[src/rtl/dmem_lsu_pkg.sv]
// -----------------------------------------------------------------------------
// dmem_lsu_pkg
// Shared definitions for the load/store sequencer (dmem_lsu_ctrl) and its
// lane aligner (dmem_lane_align):
//   - RV32I funct3 size/sign codes
//   - sequencer state type
//   - legality / misalignment / address-alignment helpers
// Optional feature macro used by the consumers: DMEM_LSU_MISALIGN_TRAP_EN
// -----------------------------------------------------------------------------
package dmem_lsu_pkg;

  localparam logic [2:0] F3_B  = 3'b000;
  localparam logic [2:0] F3_H  = 3'b001;
  localparam logic [2:0] F3_W  = 3'b010;
  localparam logic [2:0] F3_BU = 3'b100;
  localparam logic [2:0] F3_HU = 3'b101;

  typedef enum logic [1:0] {
    IDLE    = 2'd0,
    LD_WAIT = 2'd1,
    RMW_WR  = 2'd2,
    DONE    = 2'd3
  } lsu_state_t;

  // Unsigned variants only exist for loads.
  function automatic logic f3_legal(input logic we, input logic [2:0] funct3);
    case (funct3)
      F3_B, F3_H, F3_W: f3_legal = 1'b1;
      F3_BU, F3_HU:     f3_legal = !we;
      default:          f3_legal = 1'b0;
    endcase
  endfunction

  function automatic logic f3_misaligned(input logic [2:0] funct3, input logic [1:0] addr_lo);
    case (funct3)
      F3_H, F3_HU: f3_misaligned = addr_lo[0];
      F3_W:        f3_misaligned = (addr_lo != 2'b00);
      default:     f3_misaligned = 1'b0;
    endcase
  endfunction

  // Clears the address bits below the access size.
  function automatic logic [1:0] f3_align_lo(input logic [2:0] funct3, input logic [1:0] addr_lo);
    case (funct3)
      F3_H, F3_HU: f3_align_lo = {addr_lo[1], 1'b0};
      F3_W:        f3_align_lo = 2'b00;
      default:     f3_align_lo = addr_lo;
    endcase
  endfunction

endpackage

[src/rtl/dmem_lane_align.sv]
// -----------------------------------------------------------------------------
// dmem_lane_align (combinational)
// Byte-lane steering shared by the load path and the read-modify-write path.
// Ports:
//   word     in  32  memory word (registered read data)
//   addr_lo  in  2   byte offset within the word
//   funct3   in  3   size/sign code
//   wdata    in  16  right-aligned store data (only the low half is ever used)
//   load_val out 32  selected lane, sign/zero extended (word passes through)
//   merged   out 32  word with the addressed byte/half replaced by wdata
// -----------------------------------------------------------------------------
module dmem_lane_align
  import dmem_lsu_pkg::*;
(
  input  logic [31:0] word,
  input  logic [1:0]  addr_lo,
  input  logic [2:0]  funct3,
  input  logic [15:0] wdata,
  output logic [31:0] load_val,
  output logic [31:0] merged
);

  logic [7:0]  byte_sel;
  logic [15:0] half_sel;
  logic [31:0] wdata_rep;
  logic [3:0]  lane_en;

  always_comb begin
    byte_sel = word[{addr_lo, 3'b000} +: 8];
    half_sel = addr_lo[1] ? word[31:16] : word[15:0];
    case (funct3)
      F3_B:    load_val = {{24{byte_sel[7]}}, byte_sel};
      F3_BU:   load_val = {24'h0, byte_sel};
      F3_H:    load_val = {{16{half_sel[15]}}, half_sel};
      F3_HU:   load_val = {16'h0, half_sel};
      default: load_val = word;
    endcase
  end

  // Replicate the store data across all lanes, then let the per-lane enable
  // decide which lanes take it. Word stores never go through the merge.
  assign wdata_rep = funct3[0] ? {2{wdata}} : {4{wdata[7:0]}};

  genvar gi;
  for (gi = 0; gi < 4; gi++) begin : g_lane
    localparam logic [1:0] LANE = 2'(gi);
    assign lane_en[gi] = (funct3[1:0] == 2'b00) ? (addr_lo == LANE) :
                         (funct3[1:0] == 2'b01) ? (addr_lo[1] == LANE[1]) : 1'b0;
    assign merged[gi*8 +: 8] = lane_en[gi] ? wdata_rep[gi*8 +: 8] : word[gi*8 +: 8];
  end

endmodule

[src/rtl/dmem_lsu_ctrl.sv]
// -----------------------------------------------------------------------------
// dmem_lsu_ctrl
// Load/store sequencer between the core memory stage and a synchronous
// word-wide data memory (write on the edge, read data registered one cycle).
// Byte addresses map to word addresses modulo the memory depth; sub-word
// stores are done as read-modify-write; sub-word loads are lane-selected and
// extended. Latency: load and SW respond one cycle after acceptance, SB/SH
// three cycles after; illegal accesses respond one cycle after with resp_err.
// Ports:
//   clk, rst                     clock, synchronous active-high reset
//   req_valid/req_ready          request handshake (ready only in IDLE)
//   req_we, req_funct3           store flag, RV32I size/sign code
//   req_addr, req_wdata          byte address, right-aligned store data
//   resp_valid/rdata/err         one-cycle completion pulse and load data
//   mem_addr, mem_wr_dat,
//   mem_wr_en, mem_rd_dat        data memory interface
// Build option: DMEM_LSU_MISALIGN_TRAP_EN -- when defined, misaligned half and
// word accesses are rejected with resp_err; otherwise the low address bits
// are forced to alignment and the access proceeds.
// -----------------------------------------------------------------------------
module dmem_lsu_ctrl
  import dmem_lsu_pkg::*;
#(
  parameter int ADDR_W = 32,
  parameter int MEM_AW = 10,
  parameter int DATA_W = 32
) (
  input  logic              clk,
  input  logic              rst,
  input  logic              req_valid,
  output logic              req_ready,
  input  logic              req_we,
  input  logic [2:0]        req_funct3,
  input  logic [ADDR_W-1:0] req_addr,
  input  logic [DATA_W-1:0] req_wdata,
  output logic              resp_valid,
  output logic [DATA_W-1:0] resp_rdata,
  output logic              resp_err,
  output logic [MEM_AW-1:0] mem_addr,
  output logic [DATA_W-1:0] mem_wr_dat,
  output logic              mem_wr_en,
  input  logic [DATA_W-1:0] mem_rd_dat
);

  lsu_state_t        state_reg, state_next;
  logic [MEM_AW+1:0] addr_reg;
  logic              we_reg;
  logic [2:0]        f3_reg;
  logic [15:0]       wdata_reg;
  logic [DATA_W-1:0] merged_reg;
  logic              err_reg;

  logic              accept;
  logic              reject;
  logic              misalign_rej;
  logic [1:0]        req_lo;
  logic [MEM_AW+1:0] req_addr_eff;
  logic              is_sw;
  logic [DATA_W-1:0] load_val;
  logic [DATA_W-1:0] merged_word;

  // Address bits above the memory depth are deliberately dropped (wrap).
  logic unused_addr_hi;
  assign unused_addr_hi = ^req_addr[ADDR_W-1:MEM_AW+2];

`ifdef DMEM_LSU_MISALIGN_TRAP_EN
  assign misalign_rej = f3_misaligned(req_funct3, req_addr[1:0]);
  assign req_lo       = req_addr[1:0];
`else
  assign misalign_rej = 1'b0;
  assign req_lo       = f3_align_lo(req_funct3, req_addr[1:0]);
`endif

  assign reject       = !f3_legal(req_we, req_funct3) || misalign_rej;
  assign req_addr_eff = {req_addr[MEM_AW+1:2], req_lo};
  assign accept       = req_valid && req_ready;
  assign is_sw        = req_we && (req_funct3 == F3_W);

  dmem_lane_align u_align (
    .word     (mem_rd_dat),
    .addr_lo  (addr_reg[1:0]),
    .funct3   (f3_reg),
    .wdata    (wdata_reg),
    .load_val (load_val),
    .merged   (merged_word)
  );

  always_comb begin
    state_next = state_reg;
    case (state_reg)
      IDLE:    if (accept) state_next = (reject || is_sw) ? DONE : LD_WAIT;
      LD_WAIT: state_next = we_reg ? RMW_WR : IDLE;
      RMW_WR:  state_next = DONE;
      DONE:    state_next = IDLE;
      default: state_next = IDLE;
    endcase
  end

  // All outputs are forced low while rst is high, which is also what
  // suppresses a pending RMW write when reset lands in RMW_WR.
  always_comb begin
    req_ready  = 1'b0;
    resp_valid = 1'b0;
    resp_rdata = '0;
    resp_err   = 1'b0;
    mem_addr   = '0;
    mem_wr_dat = '0;
    mem_wr_en  = 1'b0;
    if (!rst) begin
      case (state_reg)
        IDLE: begin
          req_ready = 1'b1;
          mem_addr  = req_addr[MEM_AW+1:2];
          if (req_valid && !reject && is_sw) begin
            mem_wr_dat = req_wdata;
            mem_wr_en  = 1'b1;
          end
        end
        LD_WAIT: begin
          mem_addr = addr_reg[MEM_AW+1:2];
          if (!we_reg) begin
            resp_valid = 1'b1;
            resp_rdata = load_val;
          end
        end
        RMW_WR: begin
          mem_addr   = addr_reg[MEM_AW+1:2];
          mem_wr_dat = merged_reg;
          mem_wr_en  = 1'b1;
        end
        DONE: begin
          mem_addr   = addr_reg[MEM_AW+1:2];
          resp_valid = 1'b1;
          resp_err   = err_reg;
        end
        default: ;
      endcase
    end
  end

  always_ff @(posedge clk) begin
    if (rst) begin
      state_reg  <= IDLE;
      addr_reg   <= '0;
      we_reg     <= 1'b0;
      f3_reg     <= '0;
      wdata_reg  <= '0;
      merged_reg <= '0;
      err_reg    <= 1'b0;
    end else begin
      state_reg <= state_next;
      if (accept) begin
        addr_reg  <= req_addr_eff;
        we_reg    <= req_we;
        f3_reg    <= req_funct3;
        wdata_reg <= req_wdata[15:0];
        err_reg   <= reject;
      end
      if (state_reg == LD_WAIT && we_reg) merged_reg <= merged_word;
    end
  end

endmodule

[config.mk]
export PLATFORM = sky130hd
export DESIGN_NAME = dmem_lsu_ctrl
export DESIGN_NICKNAME = d
export VERILOG_FILES = /design/src/rtl/dmem_lsu_pkg.sv /design/src/rtl/dmem_lane_align.sv /design/src/rtl/dmem_lsu_ctrl.sv
export SDC_FILE = /design/constraint.sdc
export NUM_CORES = 1
export LEC_CHECK = 0
export ABC_CLOCK_PERIOD_IN_PS = 2230
export BUFFER_PORTS_ARGS = -buffer_cell sky130_fd_sc_hd__buf_4
export CAP_MARGIN = 25
export CORE_ASPECT_RATIO = 1.4
export CORE_MARGIN = 2
export CORE_UTILIZATION = 48
export DETAILED_ROUTE_END_ITERATION = 16
export GPL_ROUTABILITY_DRIVEN = 0
export GPL_TIMING_DRIVEN = 0
export PLACE_DENSITY = 0.86
export SLEW_MARGIN = 10
export SYNTH_ARGS = -nofsm -noshare
export SYNTH_HDL_FRONTEND = slang
export SYNTH_SLANG_ARGS = --single-unit
[constraint.sdc]
create_clock -name clk -period 2.23 [get_ports clk]
set_input_delay 0.446 -clock clk [delete_from_list [all_inputs] [get_ports clk]]
set_output_delay 0.446 -clock clk [all_outputs]
set_load 0.01 [all_outputs]
==> flow_metrics.tcl, run 1 <==
set metrics [dict create \
    status "complete, but fails checks" \
    violations "negative setup slack" \
    endpoint_kind "output port" \
    cp_max_fo 7 \
    start_util_pct 48.74 \
    largest_reg_flops 32 \
    syn_inst 511 \
    vias 5281 \
    synth_top_cell_by_area "dfxtp_1" \
    whs_path_depth 3 \
    num_io_pins 181 \
    cts.sinks 67 \
    r2r_cells 10 \
    max_stage_delay_ns 0.39 \
    crit_chain "nand2b_4 > or3_4 > buf_6 > o21bai_4 > a221oi_2 > buf_4" \
    ys_types 40 \
    final.min_clock_period_ns 2.500 \
    power_density_mw_per_mm2 554.2 \
    r2r_start "state_reg[1]$_SDFFE_PP0P_" \
    yosys_register_bits 67 \
    die_w_um 82.55 \
    grt_first_pass_wirelength_um 26610 \
    grt_max_degree 11 \
    drv_cap 0 \
    synth_edf_count 0 \
    grt_overflow 0 \
    antenna_cells 0 \
    async_flop_share_pct 0 \
    leakagePower_uw 0.002848 \
    clk_latency_ns 0.33 \
    yosysSeqAreaShare_pct 32.35 \
    hpwl_um 11930 \
    fmax_mhz 400.0 \
    fin_tns_setup_ns -9.806 \
    setup_slack_ns -0.2702 \
    arrival_ns 2.05 \
    cts-hold-fix-buffers 0 \
    critPathRequiredTime_ns 1.78 \
    period_share_pct 112.1 \
    synthToLayoutAreaGrowth_pct 52.02 \
    drtIter0Drc 818 \
    clock_path_buffers 2 \
    drc_errors 0 \
    hold_class "input port to register" \
    start_kind "register" \
    avgViaCountPerCell 6.552 \
    finish.instance_area_mm2 0.006304 \
    tightest_slew_ns 0.6631 \
    core_area_mm2 0.008508 \
    globalRouteTotalUtil_pct 37.44 \
    worstSetupPathType "register to output port" \
    layout-drive-gt1-share_pct 40.23 \
    rows 40 \
    grt_pass1_vias 5060 \
    skew_ns 0.009406 \
    slowest_stage "or3_4" \
    min_to "addr_reg[10]$_SDFFE_PP0P_" \
    setup_violations 64 \
    die_h_um 114.0 \
    cts_tree "done" \
    hold_path_startpoint "req_addr[10]" \
    r2r_setup_slack_ns 0.03 \
    crit_buf_inv 2 \
    first_pass_iters 7 \
    netlist_top_cells_area "dfxtp_1, a22o_1, nand2_1" \
    place_area_mm2 0.005479 \
    synth_nets 614 \
    synth_top_area_share_pct 32.35 \
    crit_family "simple AND/OR/NAND/NOR gates" \
    drt-wirelength-per-cell_um 22.23 \
    reg2reg_to "addr_reg[4]$_SDFFE_PP0P_" \
    fin_nets 802 \
    netlist_area_mm2 0.004146 \
    root_buffer "clkbuf_16" \
    die_area_mm2 0.009408 \
    rsz0062_at_grt "yes" \
    wirelength_um 17920 \
    finalPower_uw 3493 \
    synth_area_per_cell_um2 8.114 \
    maxSlewHeadroom_pct 55.79 \
    yosys_warnings 0 \
    ctsHtreeMaxLevel 3 \
    antenna_found_initial 0 \
    finalHoldViolCount 0 \
    clk_pin_slew_ns 0.06 \
    drtAntennaViolNets 0 \
    synth-main-ff-cell "dfxtp_1" \
    io_buffers 160 \
    peakVddDrop_mv 0.5328 \
    final_max_slew_viol_count 0 \
    fillers 592 \
    cts_buffers 9 \
]
[through the flow]
stage               instances  setup slack (ns)  hold slack (ns)  utilization (%)
finish                    806           -0.2702           0.3208            74.09
global route              806           -0.2964           0.3321            74.09
CTS                       805           -0.2441           0.3203            72.50
detailed placement        776           -0.3385           0.4469            64.40
global placement          776           -0.3123           0.4440            64.40
floorplan                 511            0.1972           0.4364                -
[repair_timing]
action,in CTS,in global routing
setup endpoints to repair,76,82
pin swaps,19,19
resized for setup,66,46
setup buffers,17,5
gates cloned,2,1
endpoints found under the hold margin,0,0
[synthesized netlist by cell type (17+ instances only)]
cell type	count
a21oi_1	25
a22o_1	32
clkbuf_1	27
dfxtp_1	67
mux2i_1	19
nand2_1	67
nand2b_1	32
nand3_1	17
nor2_1	24
o21ai_0	26
o22ai_1	24
[area by class of cell]
cell class / count / area (µm²) / share of cell area (%)
Multi-Input combinational cell: 383 / 2698 / 42.79
Clock inverter: 3 / 17.52 / 0.2779
Inverter: 13 / 48.80 / 0.7741
Timing Repair Buffer: 184 / 1564 / 24.81
Tap cell: 105 / 131.4 / 2.084
Buffer: 41 / 251.5 / 3.990
Sequential cell: 67 / 1354 / 21.48
Clock buffer: 10 / 239.0 / 3.791
[worst register-to-register path, stage by stage (launching register included)]
cell and delay [ns]:
dfxtp_4 0.36, buf_4 0.15, buf_12 0.12, nor3_4 0.14, and2_4 0.22, buf_8 0.16, buf_8 0.12, buf_4 0.14
buf_4 0.16, clkbuf_1 0.34, o21ai_0 0.16
[logic make-up (layout without fill, tap and decap cells)]
group	count (synthesis)	count (layout)	share of synthesized area, %
compound gates	179	179	32.83
simple gates	176	176	20.88
flops	67	67	32.35
buf+inv	61	251	6.820
mux	28	28	7.121
[layout by cell type (no fill, tap or decap), types with 4 or more instances in the layout]
cell type / n
buf_4: 157
nand2_1: 66
dfxtp_1: 63
a22o_1: 32
nand2b_1: 31
o21ai_0: 26
buf_6: 24
o22ai_1: 24
nor2_1: 23
a21oi_1: 18
mux2i_1: 17
nand3_1: 17
a21o_1: 16
a311oi_1: 16
clkbuf_1: 14
inv_1: 13
a32o_2: 11
clkbuf_16: 10
clkbuf_2: 9
mux2_2: 8
nor2b_1: 7
and2_1: 7
buf_2: 7
a22oi_1: 7
nor3_1: 6
buf_8: 6
a221oi_2: 5
a21oi_2: 5
a32o_1: 5
buf_12: 4
[power breakdown]
group	leakage, µW	switching (µW)	internal [µW]
sequential	0.000549	69.2	1260
clock	0.000126	506	759
combinational	0.00217	489	407
total	0.00285	1060	2430
[metal layers]
layer	vias to the layer above	GRT usage, %	wire [µm]	part of all wire [%]
met5	-	0	0	0
met4	0	23.06	1290	7.2
met3	123	11.71	1978	11
met2	436	59.95	8696	49
met1	2453	42.51	5956	33
li1	2269	-	-	-
[worst max-delay path by stage]
stage	slack, ns	startpoint	endpoint	cells after the start
2_1_floorplan	0.20	addr_reg[0]$_SDFFE_PP0P_	resp_rdata[21]	6
6_report	-0.27	state_reg[1]$_SDFFE_PP0P_	resp_rdata[14]	6
3_5_place_dp	-0.34	req_funct3[0]	mem_wr_dat[24]	9
4_1_cts	-0.24	state_reg[1]$_SDFFE_PP0P_	resp_rdata[14]	6
3_3_place_gp	-0.31	rst	mem_wr_en	6
5_1_grt	-0.30	state_reg[1]$_SDFFE_PP0P_	resp_rdata[10]	6
Power figures use the tool's default switching activity.
==> inputs of run 2 (changes only) <==
--- a/config.mk
+++ b/config.mk
@@ -10,11 +10,10 @@
 export CAP_MARGIN = 25
 export CORE_ASPECT_RATIO = 1.4
 export CORE_MARGIN = 2
-export CORE_UTILIZATION = 48
+export CORE_UTILIZATION = 35
 export DETAILED_ROUTE_END_ITERATION = 16
-export GPL_ROUTABILITY_DRIVEN = 0
 export GPL_TIMING_DRIVEN = 0
-export PLACE_DENSITY = 0.86
+export PLACE_DENSITY = 0.67
 export SLEW_MARGIN = 10
 export SYNTH_ARGS = -nofsm -noshare
 export SYNTH_HDL_FRONTEND = slang
==> flow_metrics.tcl, run 2 (same netlist as run 1, synthesis figures left out) <==
set metrics [dict create \
    die_area_mm2 0.01275 \
    die_h_um 132.8 \
    place_congestion 0.9295 \
    fin_nets 804 \
    switching_share_pct 27.82 \
    core_area_mm2 0.01170 \
    fillers 1131 \
    p_clk_share_pct 41.5 \
    grt_overflow 0 \
    drc_errors 0 \
    antenna_found_initial 0 \
    finalPower_uw 3748 \
    first_pass_iters 5 \
    violations "negative setup slack" \
    setup_slack_ns -0.2230 \
    grt_pass1_vias 4704 \
    min_to "addr_reg[11]$_SDFFE_PP0P_" \
    reg2reg_to "merged_reg[29]$_SDFFE_PP0P_" \
    period_share_pct 110.0 \
    hold_class "input port to register" \
    io_buffers 160 \
    clock_path_buffers 2 \
    cp_max_fo 7 \
    final_max_slew_viol_count 0 \
    final_common_cell "buf_4" \
    whs_path_depth 3 \
    cts-hold-fix-buffers 0 \
    clk_latency_ns 0.33 \
    finalHoldViolCount 0 \
    combPwrFrac_pct 23.1 \
    cts.sinks 67 \
    mostFrequentLayoutCells "buf_4, nand2_1, dfxtp_1" \
    crit_path_start "state_reg[1]$_SDFFE_PP0P_" \
    arrival_ns 2.01 \
    final.min_clock_period_ns 2.453 \
    root_buffer "clkbuf_16" \
    status "complete, but fails checks" \
    wirelength_um 17060 \
    pwr-share-seq_pct 35.4 \
    critPathRequiredTime_ns 1.78 \
    r2r_cells 7 \
    hpwl_um 12640 \
    r2r_start "state_reg[1]$_SDFFE_PP0P_" \
    rows 47 \
    power_density_mw_per_mm2 587.5 \
    endpoint_kind "output port" \
    worstSetupPathType "register to output port" \
    p_sw_uw 1043 \
    drv_cap 0 \
    clk_pin_slew_ns 0.06 \
    grt_max_degree 12 \
    r2r_setup_slack_ns 0.34 \
    globalRouteTotalUtil_pct 25.68 \
    antenna_cells 0 \
    grt_first_pass_wirelength_um 25070 \
    start_kind "register" \
    cts_buffers 9 \
    hold_path_startpoint "req_addr[11]" \
    utilization_pct 54.52 \
    peakVddDrop_mv 0.3699 \
    fin_tns_setup_ns -4.689 \
    synthToLayoutAreaGrowth_pct 53.86 \
    vias 4878 \
    drt-wirelength-per-cell_um 20.00 \
    setup_violations 35 \
    rsz0062_at_grt "yes" \
    leakagePower_uw 0.002852 \
    maxSlewHeadroom_pct 60.46 \
    skew_ns 0.005539 \
    tightest_slew_ns 0.5930 \
    ctsHtreeMaxLevel 3 \
    largest_reg_flops 32 \
    p_int_uw 2705 \
    drtIter0Drc 315 \
    fmax_mhz 407.7 \
    num_io_pins 181 \
    cts_tree "done" \
    drtAntennaViolNets 0 \
    layout-drive-gt1-share_pct 40.37 \
    avgViaCountPerCell 5.719 \
    start_util_pct 35.43 \
    die_w_um 95.99 \
]
## run 2: cell count changes in the layout (fill, tap and decap cells not counted), sizes merged
cell,delta
bufinv,+2
clkinv,-1
buf,+4
## run 2: worst max path at each step
stage | end | slack (ns)
after floorplan | resp_rdata[21] | 0.20
after global placement | mem_wr_dat[24] | -0.46
after detailed placement | mem_wr_dat[24] | -0.47
after CTS | resp_rdata[13] | -0.24
after global routing | resp_rdata[19] | -0.28
final | resp_rdata[10] | -0.22
## run 2: cell type report
class / count / area (µm²) / share of cell area [%]
clock buffers: 12 / 256.5 / 4.020
multi-input cells: 383 / 2675 / 41.93
plain buffers: 42 / 294.0 / 4.609
inverters: 13 / 48.80 / 0.7649
flip-flops and latches: 67 / 1353 / 21.20
repair buffers: 185 / 1496 / 23.46
clock inverters: 4 / 72.57 / 1.137
well taps: 147 / 183.9 / 2.883
## run 2: metrics by stage
stage / instance area, µm² / setup WS, ns / cells / hold WS (ns)
floorplan: 4146 / 0.1972 / 511 / 0.4364
detailed placement: 5532 / -0.4740 / 818 / 0.4559
global route: 6380 / -0.2787 / 853 / 0.3415
CTS: 6212 / -0.2445 / 848 / 0.3201
global placement: 5532 / -0.4636 / 818 / 0.4472
finish: 6380 / -0.2230 / 853 / 0.3222
## run 2: per-layer routing
metal | routed length (µm) | part of all wire, % | GRT usage, % | up-vias
li1 | - | - | - | 2272
met1 | 6562 | 38 | 31.17 | 2319
met2 | 8834 | 52 | 44.37 | 243
met3 | 1055 | 6.2 | 3.189 | 44
met4 | 607 | 3.6 | 11.19 | 0
met5 | 0 | 0 | 0 | -
## run 2: repair_timing
item	CTS	global route
cloned	2	1
buffers inserted	15	8
setup endpoints to repair	76	75
gates resized for setup	69	37
pin swaps	20	9
## run 2: power by group through the flow
stage	logic, µW	clock network [µW]	registers [µW]
2_1_floorplan	416	0	1320
3_3_place_gp	743	0	1340
3_5_place_dp	756	0	1340
4_1_cts	821	1560	1320
5_1_grt	923	1610	1330
6_report	864	1560	1330
## run 2: critical path, cell delays in order, from the launching register on
cell and delay (ns):
dfxtp_4 0.35, nand2b_4 0.14, or3_4 0.37, buf_6 0.14
o21bai_4 0.23, a221oi_2 0.27, buf_4 0.18
==> inputs of run 3 (changes only) <==
--- a/config.mk
+++ b/config.mk
@@ -10,10 +10,10 @@
 export CAP_MARGIN = 25
 export CORE_ASPECT_RATIO = 1.4
 export CORE_MARGIN = 2
-export CORE_UTILIZATION = 35
+export CORE_UTILIZATION = 48
 export DETAILED_ROUTE_END_ITERATION = 16
 export GPL_TIMING_DRIVEN = 0
-export PLACE_DENSITY = 0.67
+export PLACE_DENSITY = 0.86
 export SLEW_MARGIN = 10
 export SYNTH_ARGS = -nofsm -noshare
 export SYNTH_HDL_FRONTEND = slang
==> flow_metrics.tcl, run 3 (same netlist as run 1, synthesis figures left out) <==
set metrics [dict create \
    status "complete, but fails checks" \
    violations "negative setup slack" \
    fin_nets 805 \
    start_kind "register" \
    endpoint_kind "output port" \
    drt-wirelength-per-cell_um 20.93 \
    grt_overflow 0 \
    maxSlewHeadroom_pct 56.40 \
    placed_cells 776 \
    setup_slack_ns -0.2702 \
    crit_buf_inv 2 \
    place_congestion 0.9777 \
    start_util_pct 48.74 \
    crit_family "simple AND/OR/NAND/NOR gates" \
    globalRouteTotalUtil_pct 33.54 \
    max_stage_delay_ns 0.38 \
    power_density_mw_per_mm2 591.2 \
    worstSetupPathType "register to output port" \
    r2r_setup_slack_ns 0.25 \
    multi_input_area_mm2 0.002700 \
    drtIter0Drc 696 \
    slowest_stage "or3_4" \
    clock_path_buffers 2 \
    grt_pass1_vias 4758 \
    grt_max_degree 14 \
    core_area_mm2 0.008508 \
    fmax_mhz 400.0 \
    cp_num_cells 6 \
    skew_ns 0.005812 \
    num_io_pins 181 \
    drc_errors 0 \
    cts_tree "done" \
    antenna_cells 0 \
    crit_chain "nand2b_4 > or3_4 > buf_6 > o21bai_4 > a221oi_2 > buf_4" \
    ctsHtreeMaxLevel 3 \
    finalPower_uw 3804 \
    synthToLayoutAreaGrowth_pct 55.19 \
    clk_pin_slew_ns 0.06 \
    cts.sinks 67 \
    stdcell_count 812 \
    whs_path_depth 3 \
    finish.instance_area_mm2 0.006435 \
    die_area_mm2 0.009408 \
    largest_reg_flops 32 \
    rsz0062_at_grt "yes" \
    place_area_mm2 0.005479 \
    cp_max_fo 7 \
    fillers 609 \
    final_max_slew_viol_count 0 \
    cts-hold-fix-buffers 0 \
    arrival_ns 2.05 \
    r2r_start "state_reg[1]$_SDFFE_PP0P_" \
    grt_first_pass_wirelength_um 23790 \
    crit_path_start "state_reg[1]$_SDFFE_PP0P_" \
    first_pass_iters 6 \
    mostFrequentLayoutCells "buf_4, nand2_1, dfxtp_1" \
    seqCellArea_mm2 0.001351 \
    io_buffers 160 \
    drtAntennaViolNets 0 \
    r2r_cells 7 \
    vias 5111 \
    rows 40 \
    clk_latency_ns 0.33 \
    period_share_pct 112.1 \
    peakVddDrop_mv 0.5058 \
    hold_class "input port to register" \
    die_w_um 82.55 \
    tightest_slew_ns 0.6539 \
    critPathRequiredTime_ns 1.78 \
    die_h_um 114.0 \
    leakagePower_uw 0.002898 \
    setup_violations 63 \
    layout-drive-gt1-share_pct 40.74 \
    root_buffer "clkbuf_16" \
    reg2reg_to "merged_reg[15]$_SDFFE_PP0P_" \
    finalHoldViolCount 0 \
    final_common_cell "buf_4" \
    cts_buffers 9 \
    antenna_found_initial 0 \
    wirelength_um 17000 \
    drv_cap 0 \
    final.min_clock_period_ns 2.500 \
    hpwl_um 11970 \
    worstSetupEndpoint "resp_rdata[12]" \
    avgViaCountPerCell 6.294 \
]
## run 3: cell count changes in the layout (fill, tap and decap cells not counted), sizes merged
cell	previous run	this run
buf	204	202
clkbuf	35	36
clkinv	1	0
inv	13	16
## run 3: timing repair
action                                  CTS  global route
setup buffers                             5            15
gates resized for setup                  45            84
pin swaps                                 5            18
endpoints found under the setup margin   76            76
cloned                                    0             3
## run 3: where the power goes
| part | internal, µW | total, µW | switching (µW) | leakage, µW |
|---|---|---|---|---|
| Combinational | 416 | 889 | 473 | 0.00219 |
| Sequential | 1260 | 1330 | 63.5 | 0.000548 |
| Clock | 1020 | 1590 | 567 | 0.000160 |
## run 3: worst min-delay path by stage
| stage | start | end | slack (ns) |
|---|---|---|---|
| 2_1_floorplan | err_reg$_SDFFE_PP0P_ | err_reg$_SDFFE_PP0P_ | 0.44 |
| 3_3_place_gp | wdata_reg[14]$_SDFFE_PP0P_ | wdata_reg[14]$_SDFFE_PP0P_ | 0.45 |
| 3_5_place_dp | wdata_reg[15]$_SDFFE_PP0P_ | wdata_reg[15]$_SDFFE_PP0P_ | 0.46 |
| 4_1_cts | req_addr[11] | addr_reg[11]$_SDFFE_PP0P_ | 0.32 |
| 5_1_grt | req_addr[8] | addr_reg[8]$_SDFFE_PP0P_ | 0.32 |
| 6_report | req_addr[8] | addr_reg[8]$_SDFFE_PP0P_ | 0.32 |
## run 3: per-layer routing
layer	wire, µm	vias to the layer above	track usage (%)
met5	0	-	0
met4	1146	0	23.17
met3	1654	92	6.962
met2	8331	356	53.76
met1	5864	2391	39.08
li1	-	2272	-
## run 3: worst reg2reg max path, stage by stage, from the launching register on
cell      delay (ns)
dfxtp_4         0.36
nand2b_4        0.14
buf_4           0.12
buf_4           0.12
nor2_1          0.25
clkbuf_1        0.41
buf_2           0.32
o22ai_1         0.11
## run 3: cell type report
class	count	share of cell area [%]
Multi-Input combinational cell	383	41.96
Sequential cell	67	21.00
Clock inverter	6	1.458
Buffer	45	4.647
Timing Repair Buffer	183	24.42
Clock buffer	10	3.714
Tap cell	105	2.042
Inverter	13	0.7583
## run 3: metrics by stage
| stage | setup TNS (ns) | util [%] | hold WS [ns] | setup slack (ns) |
|---|---|---|---|---|
| floorplan | 0 | - | 0.4364 | 0.1972 |
| global placement | -11.08 | 64.40 | 0.4521 | -0.3437 |
| detailed placement | -12.15 | 64.40 | 0.4561 | -0.4006 |
| CTS | -10.57 | 70.32 | 0.3161 | -0.2645 |
| global route | -11.81 | 75.63 | 0.3231 | -0.3049 |
| finish | -8.130 | 75.63 | 0.3176 | -0.2702 |
